File: config.mk
export PLATFORM = sky130hd
export DESIGN_NAME = dmi_cdc_sequencer
export DESIGN_NICKNAME = d
export VERILOG_FILES = /design/src/rtl/dmi_cdc_sequencer.sv
export SDC_FILE = /design/constraint.sdc
export NUM_CORES = 1
export LEC_CHECK = 0
export BUFFER_PORTS_ARGS = -buffer_cell sky130_fd_sc_hd__buf_2
export CORE_MARGIN = 4
export CORE_UTILIZATION = 40
export DETAILED_ROUTE_END_ITERATION = 8
export GPL_TIMING_DRIVEN = 0
export PLACE_DENSITY = 0.79
export SLEW_MARGIN = 40
export SYNTH_ARGS = -nofsm -noshare
export SYNTH_HDL_FRONTEND = slang
export SYNTH_SLANG_ARGS = --single-unit
File: constraint.sdc
create_clock -name clk -period 3.5 [get_ports clk]
set_input_delay 0.175 -clock clk [delete_from_list [all_inputs] [get_ports clk]]
set_output_delay 0.175 -clock clk [all_outputs]
set_load 0.02 [all_outputs]
File: src/rtl/dmi_cdc_sequencer.sv
`default_nettype none
// +----------------------------------------------------------------------------+
// | Module      : dmi_cdc_sequencer                                            |
// | Description : Moves DMI requests from the TCK domain into the core clock   |
// |               domain over a four-phase req/ack level handshake.            |
// | Revision    : 1.0 - initial release                                        |
// +----------------------------------------------------------------------------+
module dmi_cdc_sequencer #(
  parameter int ADDR_W      = 7,
  parameter int DATA_W      = 32,
  parameter int SYNC_STAGES = 2,
  parameter int TIMEOUT     = 255
) (
  input  logic              clk,
  input  logic              reset,
  input  logic              req_a,
  input  logic [1:0]        req_op_a,
  input  logic [ADDR_W-1:0] req_addr_a,
  input  logic [DATA_W-1:0] req_data_a,
  output logic              ack_o,
  output logic [DATA_W-1:0] rsp_data_o,
  output logic [1:0]        rsp_status_o,
  output logic              tgt_valid,
  input  logic              tgt_ready,
  output logic              tgt_write,
  output logic [ADDR_W-1:0] tgt_addr,
  output logic [DATA_W-1:0] tgt_wdata,
  input  logic              tgt_rsp_valid,
  input  logic [DATA_W-1:0] tgt_rsp_data,
  input  logic              tgt_rsp_err,
  output logic              tgt_abort,
  output logic              busy,
  output logic              proto_err
);

  typedef enum logic [1:0] {
    ST_IDLE     = 2'd0,
    ST_ISSUE    = 2'd1,
    ST_WAIT_RSP = 2'd2,
    ST_ACK      = 2'd3
  } state_t;

  localparam logic [1:0]  c_OP_NOP     = 2'd0;
  localparam logic [1:0]  c_OP_READ    = 2'd1;
  localparam logic [1:0]  c_OP_WRITE   = 2'd2;
  localparam logic [1:0]  c_ST_OK      = 2'd0;
  localparam logic [1:0]  c_ST_FAIL    = 2'd2;
  localparam logic [1:0]  c_ST_TIMEOUT = 2'd3;
  localparam logic [15:0] c_TMO_LAST   = 16'(TIMEOUT - 1);

  logic [SYNC_STAGES-1:0] r_sync;
  logic                   w_req_s;
  logic                   w_tmo;
  state_t                 r_state;
  logic [15:0]            r_cnt;
  logic                   r_ack;
  logic [DATA_W-1:0]      r_rsp_data;
  logic [1:0]             r_rsp_status;
  logic                   r_valid;
  logic                   r_write;
  logic [ADDR_W-1:0]      r_addr;
  logic [DATA_W-1:0]      r_wdata;
  logic                   r_abort;
  logic                   r_busy;
  logic                   r_proto;

  always_ff @(posedge clk) begin
    if (reset) begin
      r_sync <= '0;
    end else begin
      r_sync <= {r_sync[SYNC_STAGES-2:0], req_a};
    end
  end

  assign w_req_s = r_sync[SYNC_STAGES-1];
  // >= so a handshake landing on the last counted edge still times out in WAIT_RSP
  assign w_tmo   = (r_cnt >= c_TMO_LAST);

  always_ff @(posedge clk) begin
    if (reset) begin
      r_state      <= ST_IDLE;
      r_cnt        <= '0;
      r_ack        <= 1'b0;
      r_rsp_data   <= '0;
      r_rsp_status <= c_ST_OK;
      r_valid      <= 1'b0;
      r_write      <= 1'b0;
      r_addr       <= '0;
      r_wdata      <= '0;
      r_abort      <= 1'b0;
      r_busy       <= 1'b0;
      r_proto      <= 1'b0;
    end else begin
      r_abort <= 1'b0;
      case (r_state)
        ST_IDLE: begin
          if (w_req_s) begin
            r_busy <= 1'b1;
            if (req_op_a == c_OP_READ || req_op_a == c_OP_WRITE) begin
              // Payload is quasi-static while req is high, so sample it once here
              r_addr  <= req_addr_a;
              r_wdata <= req_data_a;
              r_write <= (req_op_a == c_OP_WRITE);
              r_cnt   <= '0;
              r_valid <= 1'b1;
              r_state <= ST_ISSUE;
            end else begin
              r_rsp_status <= (req_op_a == c_OP_NOP) ? c_ST_OK : c_ST_FAIL;
              r_ack        <= 1'b1;
              r_state      <= ST_ACK;
            end
          end
        end
        ST_ISSUE, ST_WAIT_RSP: begin
          r_cnt <= r_cnt + 16'd1;
          if (!w_req_s) begin
            r_proto <= 1'b1;
          end
          if (r_state == ST_ISSUE && tgt_ready) begin
            r_valid <= 1'b0;
            r_state <= ST_WAIT_RSP;
          end else if (r_state == ST_WAIT_RSP && tgt_rsp_valid) begin
            r_rsp_data   <= r_write ? r_wdata : tgt_rsp_data;
            r_rsp_status <= tgt_rsp_err ? c_ST_FAIL : c_ST_OK;
            r_ack        <= 1'b1;
            r_state      <= ST_ACK;
          end else if (w_tmo) begin
            r_valid      <= 1'b0;
            r_abort      <= 1'b1;
            r_rsp_data   <= '0;
            r_rsp_status <= c_ST_TIMEOUT;
            r_ack        <= 1'b1;
            r_state      <= ST_ACK;
          end
        end
        ST_ACK: begin
          if (!w_req_s) begin
            r_ack   <= 1'b0;
            r_busy  <= 1'b0;
            r_state <= ST_IDLE;
          end
        end
        default: begin
          r_state <= ST_IDLE;
        end
      endcase
    end
  end

  assign ack_o        = r_ack;
  assign rsp_data_o   = r_rsp_data;
  assign rsp_status_o = r_rsp_status;
  assign tgt_valid    = r_valid;
  assign tgt_write    = r_write;
  assign tgt_addr     = r_addr;
  assign tgt_wdata    = r_wdata;
  assign tgt_abort    = r_abort;
  assign busy         = r_busy;
  assign proto_err    = r_proto;

endmodule
`default_nettype wire

* Word level (Yosys, flattened, before mapping)
Cells that the tools add are included.
** Cells by class
- Add/subtract/negate cells :: 1
- $lt $le $gt $ge :: 1
- Eq/ne operators :: 14
- Muxes and demuxes :: 36
- Bitwise operators :: 3
- Reductions and logical operators :: 19
** Operator list (number)
- 2-to-1 mux 32 bit :: 3
- 2-to-1 mux 16 bit :: 2
- one-hot mux 16 bit (2 select lines) :: 1
- 2-to-1 mux 2 bit :: 12
- adder 16 x 1 -> 16 bit (second input constant) :: 1
- greater-or-equal comparator 16 x 8 -> 1 bit (second input constant) :: 1
- AND reduction 3 bit :: 5
- AND reduction 5 bit :: 3
- 2-to-1 mux 1 bit :: 13
- inequality test 2 bit (second input constant) :: 5
- inequality test 3 bit (second input constant) :: 3
- == test 2 bit (second input constant) :: 3
- one-hot mux 2 bit (3 select lines) :: 1
- nonzero test 2 bit :: 3
- == test 2 x 1 -> 1 bit (second input constant) :: 2
- logical NOT 2 bit :: 2
- inequality test 4 bit (second input constant) :: 1
- one-hot mux 1 bit (2 select lines) :: 2
- one-hot mux 2 bit (2 select lines) :: 1
- OR reduction 4 bit :: 1
- inverter 1 bit :: 3
- one-hot mux 1 bit (3 select lines) :: 1
- logical AND 1 bit :: 2
- AND reduction 2 bit :: 1
- other kinds (2) :: 2
** Word-level totals
- Bits in registers :: 99
- Output and inout port bits :: 79
- Logic and storage cells :: 87

* Depth between registers and ports, before layout
Gate-level depths: netlist (run 1).
- Depth in word-level cells :: 5
- Depth in mapped cells :: 9

* Worst setup path before layout (run 1)
No wires, ideal clock.
- Kind :: reg2reg
- From :: register r_state[0]
- To :: register r_rsp_data[18] (netlist: rsp_data_o[18])
- Library setup time :: 0.070 ns
- Arrival time :: 1.732 ns
- Data required time :: 3.430 ns
- Path slack :: 1.697 ns
- Stages on the path, launching flop included :: 8
- Path buffers :: 2
- Period minus slack after synthesis :: 1.803 ns
- Cell sequence :: dfxtp_1 inv_1 ha_1 nand2_1 or3_1 clkbuf_1 clkbuf_1 o2bb2ai_1
** On the way
- Cells in the longest elaborated chain, start to end :: 4
** RTL lines
- from (decl) :: RTL line 54 : state_t r_state;
- from (signal assigned) :: RTL line 81 : r_state <= ST_IDLE;
- from (signal assigned) :: RTL line 106 : r_state <= ST_ISSUE;
- from (signal assigned) :: RTL line 110 : r_state <= ST_ACK;
- == test 2 bit / == test 2 x 1 -> 1 bit (equally long branches) :: RTL line 95, 122, 119
- logical AND 1 bit, on equally long branches :: RTL line 122, 119
- nonzero test 2 bit (no line) / inverter 1 bit (equally long branches)
- AND reduction 3 bit (no line)
- to (signal assigned) :: RTL line 123 : r_rsp_data <= r_write ? r_wdata : tgt_rsp_data;
- to (decl) :: RTL line 57 : logic [DATA_W-1:0] r_rsp_data;
Parallel ways exist; a longest one is shown, timed or not.
A chain may end at the register's enable or synchronous reset.

* Worst setup path in the final report (run 1)
- From :: register r_state[0]
- To :: register r_rsp_data[19] (netlist: rsp_data_o[19])
Same word-level chain as after synthesis.

==> flow_metrics.env, run 1 <==
export IMPL_internal_power_uw=1736
export IMPL_grt_pass1_vias=3721
export IMPL_antenna_found_initial=0
export IMPL_cts_hold_buf=0
export IMPL_clk_pin_slew_ns=0.09
export IMPL_drcViolationCount=0
export IMPL_crit_top_cell="clkbuf_1"
export IMPL_critPathCaptureType="flop"
export IMPL_ys_seq_area_share_pct=48.20
export IMPL_htree_levels=3
export IMPL_drt_iter0_drc=254
export IMPL_cts_tree="yes"
export IMPL_cts_sinks=99
export IMPL_outcome="finished clean"
export IMPL_wl_um=11430
export IMPL_placed_area_um2=5059
export IMPL_syn_nets=545
export IMPL_ir_drop_mv=0.3790
export IMPL_die_w_um=109.4
export IMPL_relSlewSlack_pct=49.61
export IMPL_cts_made_buffers=9
export IMPL_vias_per_cell=5.100
export IMPL_drive_gt1_share_pct=29.52
export IMPL_hold_viol=0
export IMPL_p_comb_share_pct=25.0
export IMPL_die_h_um=109.4
export IMPL_crit_path_max_incr_delay_ns=0.50
export IMPL_cp_data_required_time_ns=3.72
export IMPL_cts_resized=0
export IMPL_start_util_pct=41.49
export IMPL_p_sw_share_pct=32.75
export IMPL_rows=36
export IMPL_power_frac_seq_pct=47.7
export IMPL_hpwl_um=8806
export IMPL_synth_avg_cell_area_um2=8.977
export IMPL_hold_path_class="in2reg"
export IMPL_insertion_delay_ns=0.35
export IMPL_mostFrequentLayoutCell="buf_2"
export IMPL_utilization_pct=53.02
export IMPL_path_delay_family="buffers and inverters"
export IMPL_worst_hold_slack_ns=0.04332
export IMPL_switching_power_uw=845.6
export IMPL_drtAntennaViolNets=0
export IMPL_synth_top_area_share_pct=48.20
export IMPL_synth_flop_cell="dfxtp_1"
export IMPL_gp_congestion=0.8366
export IMPL_rsz0062_at_grt="false"
export IMPL_cp_arrival_ns=2.54
export IMPL_post_route_period_util_pct=66.27
export IMPL_die_area_um2=11970
export IMPL_io_buffers=156
export IMPL_ys_warn_count=0
export IMPL_crit_slowest_cell="clkbuf_1"
export IMPL_fmax_mhz=431.2
export IMPL_syn_cell_area_um2=4111
export IMPL_setup_tns_ns=0
export IMPL_finalSetupViolations=0
export IMPL_critPathKind="reg2reg"
export IMPL_grt_overflow=0
export IMPL_critical_path_peak_fanout=10
export IMPL_maxCapViolations=0
export IMPL_synth_seq_cells=99
export IMPL_cp_cell_sequence="inv_1 > ha_1 > nand2_1 > or3_1 > clkbuf_1 > clkbuf_1 > o2bb2ai_1"
export IMPL_leakage_uw=0.002198
export IMPL_drt_first_pass_iters=4
export IMPL_grt_max_degree=18
export IMPL_vias=3891
export IMPL_core_um2=9910
export IMPL_nNetsFinal=712
export IMPL_final_setup_skew_ns=0.006772
export IMPL_maxSlewViolCount=0
export IMPL_post_cts_buffers=0
export IMPL_wl_per_cell_um=14.98
export IMPL_synth_edf_count=0
export IMPL_period_needed_ns=2.319
export IMPL_layout_common_cells="160 x buf_2, 99 x dfxtp_1, 94 x nand2_1"
export IMPL_synth_cells=458
export IMPL_grt_usage_pct=18.86
export IMPL_async_flop_share_pct=0
export IMPL_cts_max_path_buffers=2
export IMPL_io_pins=158
export IMPL_grt_first_pass_wirelength_um=17910
export IMPL_synth_top_cells_by_area="dfxtp_1 48%, nand2_1 8.6%, mux2i_1 8.3%"
export IMPL_final_cell_area_um2=5254
export IMPL_p_clk_share_pct=27.3
export IMPL_tightest_slew_ns=0.7559
export IMPL_power_density_nw_per_um2=491.4
export IMPL_n_antenna_cell=0
export IMPL_start_kind="flop"
export IMPL_root_buffer="clkbuf_8"
export IMPL_post_synth_top_area_cell="dfxtp_1"
export IMPL_crit_buf_inv=3
export IMPL_syn_to_final_growth_pct=27.78
export IMPL_synth_cell_type_count=38
export IMPL_power_uw=2582
==> worst paths after layout <==
check | from | end | slack (ns) | cells after the start
setup / recovery | r_state[0] | rsp_data_o[19] | 1.18 | 7
hold / removal | req_a | r_sync[0] | 0.04 | 2
setup reg to reg | r_state[0] | rsp_data_o[19] | 1.18 | 7
hold reg to reg | r_sync[0] | r_sync[1] | 0.46 | 1
==> power groups by stage <==
| stage | clock, uW | sequential (uW) | combinational [uW] |
|---|---|---|---|
| 2_1_floorplan | 0 | 1310 | 388 |
| 3_3_place_gp | 0 | 1260 | 625 |
| 3_5_place_dp | 0 | 1260 | 642 |
| 4_1_cts | 723 | 1230 | 645 |
| 5_1_grt | 783 | 1240 | 713 |
| 6_report | 706 | 1230 | 644 |
==> per-layer routing <==
layer | vias up | routed length (um) | GRT usage, %
li1 | 1913 | - | -
met1 | 1821 | 4781 | 23.29
met4 | 0 | 131 | 5.076
met2 | 143 | 5615 | 32.35
met3 | 14 | 901 | 5.167
met5 | - | 0 | 0
==> area by class of cell <==
| cell class | instances | area [um2] |
|---|---|---|
| Clock buffer | 11 | 151.4 |
| Sequential cell | 99 | 1982 |
| Buffer | 30 | 132.6 |
| Clock inverter | 5 | 43.79 |
| Fill cell | 934 | 4656 |
| Inverter | 9 | 33.78 |
| Tap cell | 133 | 166.4 |
| Timing Repair Buffer | 156 | 780.7 |
| Multi-Input combinational cell | 320 | 1963 |
==> flip-flops by register name, summed over array words and instances, names as in the netlist, 2 cells and up <==
name	cells
r_state	2
rsp_data_o	32
rsp_status_o	2
tgt_wdata	32
r_sync	2
r_cnt	16
tgt_addr	7
==> through the flow <==
step	cells	setup slack, ns
2_1_floorplan	458	1.697
3_3_place_gp	747	1.306
3_5_place_dp	747	1.226
4_1_cts	763	1.193
5_1_grt	763	0.9430
6_report	763	1.181
==> Yosys cell counts (5+ instances only) <==
cell type	number
dfxtp_1	99
nand2_1	94
a21oi_1	53
mux2i_1	34
o2bb2ai_1	29
nor2_1	24
clkbuf_1	20
o21ai_0	11
inv_1	9
ha_1	8
nor3_1	8
nand3_1	7
or3_1	6
nand2b_1	5
xor2_1	5
==> kinds of logic (layout without fill, tap and decap cells) <==
logic type                 count (synthesis)  after routing  share of synthesized area (%)
and+or+nand+nor                          162            162                          17.89
xor gates and xnor gates                   9              9                          1.917
AOI/OAI and AO/OA                        105            105                          16.68
muxes                                     36             36                          8.825
adders and majority gates                  8              8                          2.435
buffers and inverters                     39            211                          4.047
DFF                                       99             99                          48.20
Note: power is estimated with default switching activity, not from simulation.
==> run 2: changes to the inputs <==
==> constraint.sdc (replaced) <==
create_clock -name clk -period 2.3 [get_ports clk]
set_input_delay 0.115 -clock clk [delete_from_list [all_inputs] [get_ports clk]]
set_output_delay 0.115 -clock clk [all_outputs]
set_load 0.02 [all_outputs]
==> run 2 against run 1 <==
Total power grew 54%. Non-clock buffer count grew 33. Global-route usage grew 1.0 points. Register-to-register slack lost 1.0 ns. Highest routed layer unchanged.
==> flow_metrics.env, run 2 (same netlist as run 1, synthesis figures left out) <==
export IMPL_placed_area_um2=5059
export IMPL_io_buffers=156
export IMPL_insertion_delay_ns=0.35
export IMPL_start_kind="flop"
export IMPL_r2r_slack_ns=0.18
export IMPL_drt_first_pass_iters=4
export IMPL_htree_levels=3
export IMPL_grtUsageMet3_pct=5.226
export IMPL_mostFrequentLayoutCell="buf_2"
export IMPL_hpwl_um=8806
export IMPL_syn_to_final_growth_pct=35.97
export IMPL_finalNonFillerCells=796
export IMPL_ir_drop_mv=0.5830
export IMPL_fmax_mhz=470.7
export IMPL_setup_tns_ns=0
export IMPL_leakage_uw=0.002343
export IMPL_wl_per_cell_um=15.22
export IMPL_rsz0062_at_grt="false"
export IMPL_grt_overflow=0
export IMPL_final_cell_area_um2=5590
export IMPL_finalSetupViolations=0
export IMPL_vias=4044
export IMPL_relSlewSlack_pct=48.34
export IMPL_gp_congestion=0.8366
export IMPL_die_h_um=109.4
export IMPL_cts_max_path_buffers=2
export IMPL_vias_per_cell=5.080
export IMPL_drcViolationCount=0
export IMPL_grt_max_degree=18
export IMPL_cp_data_required_time_ns=2.53
export IMPL_post_route_period_util_pct=92.37
export IMPL_top_usage_layer="met2"
export IMPL_use_met1_pct=24.00
export IMPL_cts_sinks=99
export IMPL_post_cts_buffers=0
export IMPL_final_setup_skew_ns=0.007364
export IMPL_worst_hold_slack_ns=0.007369
export IMPL_layout_common_cells="161 x buf_2, 99 x dfxtp_1, 94 x nand2_1"
export IMPL_place_inst=747
export IMPL_drtAntennaViolNets=0
export IMPL_die_area_um2=11970
export IMPL_maxSlewViolCount=0
export IMPL_hold_viol=0
export IMPL_start_util_pct=41.49
export IMPL_critical_path_peak_fanout=10
export IMPL_maxCapViolations=0
export IMPL_nNetsFinal=745
export IMPL_drive_gt1_share_pct=28.51
export IMPL_hold_path_class="in2reg"
export IMPL_grt_usage_pct=19.86
export IMPL_cts_made_buffers=9
export IMPL_antenna_found_initial=0
export IMPL_rows=36
export IMPL_outcome="finished clean"
export IMPL_clk_pin_slew_ns=0.09
export IMPL_grt_first_pass_wirelength_um=18820
export IMPL_r2r_start="r_state[0]"
export IMPL_startpoint="r_state[0]"
export IMPL_holdPathStages=3
export IMPL_power_uw=3983
export IMPL_cts_tree="yes"
export IMPL_critPathKind="reg2reg"
export IMPL_die_w_um=109.4
export IMPL_period_needed_ns=2.125
export IMPL_ff2ff_path_depth=7
export IMPL_n_antenna_cell=0
export IMPL_critical_path_endpoint="r_cnt[4]"
export IMPL_worstReg2RegEnd="r_cnt[4]"
export IMPL_root_buffer="clkbuf_8"
export IMPL_drt_iter0_drc=224
export IMPL_met2_usage_pct=34.70
export IMPL_core_um2=9910
export IMPL_tightest_slew_ns=0.7748
export IMPL_fillers=892
export IMPL_power_density_nw_per_um2=712.6
export IMPL_critPathCaptureType="flop"
export IMPL_wl_um=12110
export IMPL_grt_pass1_vias=3914
export IMPL_io_pins=158
export IMPL_cp_arrival_ns=2.35
-- run 2: changes by cell type in the layout (fill, tap and decap cells not counted), sizes merged --
cell	change
buf	+2
clkbuf	-2
dlygate4sd3	+33
-- run 2: worst min-delay path by stage --
| stage | from | to | slack [ns] |
|---|---|---|---|
| floorplan | req_a | r_sync[0] | 0.24 |
| global placement | req_a | r_sync[0] | 0.32 |
| detailed placement | req_a | r_sync[0] | 0.35 |
| CTS | req_data_a[17] | tgt_wdata[17] | 0.0007 |
| global route | req_data_a[20] | tgt_wdata[20] | 0.00007 |
| finish | req_data_a[26] | tgt_wdata[26] | 0.007 |
-- run 2: stage by stage --
stage          util [%]  setup slack [ns]
2_1_floorplan         -            0.4975
3_3_place_gp      51.05            0.1057
3_5_place_dp      51.05           0.02606
4_1_cts           56.06           0.07110
5_1_grt           56.41          0.001112
6_report          56.41            0.1755
-- run 2: cell type report --
class                   instances  area [um2]  share of cell area (%)
flip-flops and latches         99        1982                   35.45
well taps                     133       166.4                   2.977
multi-input cells             320        1967                   35.18
inverters                       9       33.78                  0.6043
plain buffers                  30       135.1                   2.417
clock buffers                  11       151.4                   2.708
clock inverters                 5       43.79                  0.7833
repair buffers                189        1111                   19.87
-- run 2: timing repair --
item	in CTS	in global routing
pin swaps	0	0
gates resized for setup	1	5
endpoints found under the hold margin	30	3
hold buffers	30	3
setup endpoints to repair	2	20
-- run 2: worst max-delay path, cell delays in order, from the launching register on --
cell and delay, ns:
dfxtp_1 0.35, inv_1 0.09, ha_1 0.18, buf_2 0.20
nand3_1 0.32, o21bai_2 0.35, buf_1 0.39, nor2_1 0.11
-- run 2: where the power goes --
part	internal [uW]	total, uW	switching (uW)
Sequential	1810	1880	64.6
Clock	466	1080	609
Combinational	403	1030	630
Total	2680	3980	1300
-- run 2: metal layers --
metal  vias up  part of all wire [%]
met5         -                     0
met4         0                   1.4
met3        20                   7.7
met2       161                    50
met1      1884                    41
li1       1979                     -
==> run 3: changes to the inputs <==
==> constraint.sdc (replaced) <==
create_clock -name clk -period 2.7 [get_ports clk]
set_input_delay 0.135 -clock clk [delete_from_list [all_inputs] [get_ports clk]]
set_output_delay 0.135 -clock clk [all_outputs]
set_load 0.02 [all_outputs]
==> run 3 against run 2 <==
First-iteration DRC count increased by 17%. Wire length decreased by 5.1%. Clock power is 15% lower. Fmax shrank 8.1%. Final area down 4.9%. Total power decreased by 16%. Combinational power down 18%.
==> flow_metrics.env, run 3 (same netlist as run 1, synthesis figures left out) <==
export IMPL_outcome="finished clean"
export IMPL_layout_common_cells="160 x buf_2, 99 x dfxtp_1, 94 x nand2_1"
export IMPL_setup_tns_ns=0
export IMPL_post_route_period_util_pct=85.64
export IMPL_place_ws_ns=0.4261
export IMPL_maxSlewViolCount=0
export IMPL_mostFrequentLayoutCell="buf_2"
export IMPL_internal_power_uw=2256
export IMPL_hold_viol=0
export IMPL_maxCapViolations=0
export IMPL_cts_max_path_buffers=2
export IMPL_die_h_um=109.4
export IMPL_utilization_pct=53.62
export IMPL_drt_iter0_drc=262
export IMPL_tightest_slew_ns=0.7565
export IMPL_cp_cell_sequence="inv_1 > ha_1 > nand2_1 > or3_1 > clkbuf_1 > clkbuf_1 > o2bb2ai_1"
export IMPL_cts_sinks=99
export IMPL_syn_to_final_growth_pct=29.25
export IMPL_antenna_found_initial=0
export IMPL_wl_per_cell_um=14.95
export IMPL_vias_per_cell=5.043
export IMPL_p_comb_share_pct=25.1
export IMPL_drcViolationCount=0
export IMPL_gp_congestion=0.8366
export IMPL_wl_um=11490
export IMPL_n_antenna_cell=0
export IMPL_drtAntennaViolNets=0
export IMPL_critical_path_peak_fanout=10
export IMPL_fmax_mhz=432.5
export IMPL_start_kind="flop"
export IMPL_cts_tree="yes"
export IMPL_htree_levels=3
export IMPL_grt_first_pass_wirelength_um=17920
export IMPL_rsz0062_at_grt="false"
export IMPL_finalNonFillerCells=769
export IMPL_ir_drop_mv=0.4899
export IMPL_timing_final_ws_setup_ns=0.3878
export IMPL_cts_made_buffers=9
export IMPL_leakage_uw=0.002223
export IMPL_nNetsFinal=718
export IMPL_io_pins=158
export IMPL_switching_power_uw=1095
export IMPL_cp_data_required_time_ns=2.92
export IMPL_final_setup_skew_ns=0.006711
export IMPL_grt_usage_pct=18.87
export IMPL_p_clk_share_pct=27.3
export IMPL_place_inst=747
export IMPL_path_delay_family="buffers and inverters"
export IMPL_critPathCaptureType="flop"
export IMPL_power_density_nw_per_um2=630.7
export IMPL_vias=3878
export IMPL_crit_path_max_incr_delay_ns=0.50
export IMPL_drt_first_pass_iters=4
export IMPL_die_area_um2=11970
export IMPL_clk_pin_slew_ns=0.09
export IMPL_grt_max_degree=18
export IMPL_power_frac_seq_pct=47.6
export IMPL_cp_arrival_ns=2.53
export IMPL_hpwl_um=8806
export IMPL_finalSetupViolations=0
export IMPL_crit_slowest_cell="clkbuf_1"
export IMPL_grt_pass1_vias=3720
export IMPL_critPathKind="reg2reg"
export IMPL_start_util_pct=41.49
export IMPL_grt_overflow=0
export IMPL_io_buffers=156
export IMPL_insertion_delay_ns=0.35
export IMPL_core_um2=9910
export IMPL_crit_buf_inv=3
export IMPL_power_uw=3352
export IMPL_rows=36
export IMPL_p_sw_share_pct=32.68
export IMPL_relSlewSlack_pct=49.57
export IMPL_drive_gt1_share_pct=29.25
export IMPL_crit_top_cell="clkbuf_1"
export IMPL_root_buffer="clkbuf_8"
export IMPL_period_needed_ns=2.312
export IMPL_die_w_um=109.4
export IMPL_hold_path_class="in2reg"
## run 3: cell count changes in the layout (fill, tap and decap cells not counted)
cell	delta
clkbuf_2	-1
buf_2	-1
clkbuf_1	+3
o21bai_1	+1
o21bai_2	-1
dlygate4sd3_1	-27
buf_1	-1
## run 3: repair_timing
action,4_1_cts,5_1_grt
endpoints found under the hold margin,1,5
hold buffers,1,5
buffers inserted,0,0
resized for setup,0,0
## run 3: power by group through the flow
stage	Clock (uW)	Sequential, uW	Combinational, uW
3_3_place_gp	0	1630	810
5_1_grt	1010	1610	932
2_1_floorplan	0	1700	503
4_1_cts	937	1600	837
3_5_place_dp	0	1630	833
6_report	914	1600	841
## run 3: worst paths after layout
check	slack, ns	start	end	cells after the start
min reg2reg	0.46	r_sync[0]	r_sync[1]	1
max	0.39	r_state[0]	rsp_data_o[19]	7
max reg2reg	0.39	r_state[0]	rsp_data_o[19]	7
min	0.02	req_data_a[13]	tgt_wdata[13]	3
## run 3: cell type report
| cell class | instances | area [um2] |
|---|---|---|
| inverters | 9 | 33.78 |
| clock buffers | 11 | 151.4 |
| repair buffers | 162 | 840.8 |
| fillers | 926 | 4596 |
| clock inverters | 5 | 43.79 |
| plain buffers | 30 | 132.6 |
| multi-input cells | 320 | 1963 |
| flip-flops and latches | 99 | 1982 |
| well taps | 133 | 166.4 |
## run 3: metal layers
layer | vias up | global-route usage [%] | part of all wire [%]
li1 | 1924 | - | -
met1 | 1825 | 23.32 | 43
met2 | 123 | 32.35 | 50
met3 | 6 | 5.167 | 7.2
met4 | 0 | 5.076 | 0.51
met5 | - | 0 | 0
## run 3: worst register-to-register path: stages, from the launching register on
cell	delay [ns]
dfxtp_1	0.40
inv_1	0.08
ha_1	0.35
nand2_1	0.17
or3_1	0.16
clkbuf_1	0.37
clkbuf_1	0.50
o2bb2ai_1	0.16
## run 3: through the flow
stage	area, um2	hold WS [ns]
3_3_place_gp	5059	0.3440
6_report	5314	0.01603
2_1_floorplan	4111	0.2632
4_1_cts	5264	0.0009641
3_5_place_dp	5059	0.3660
5_1_grt	5314	0.0009583
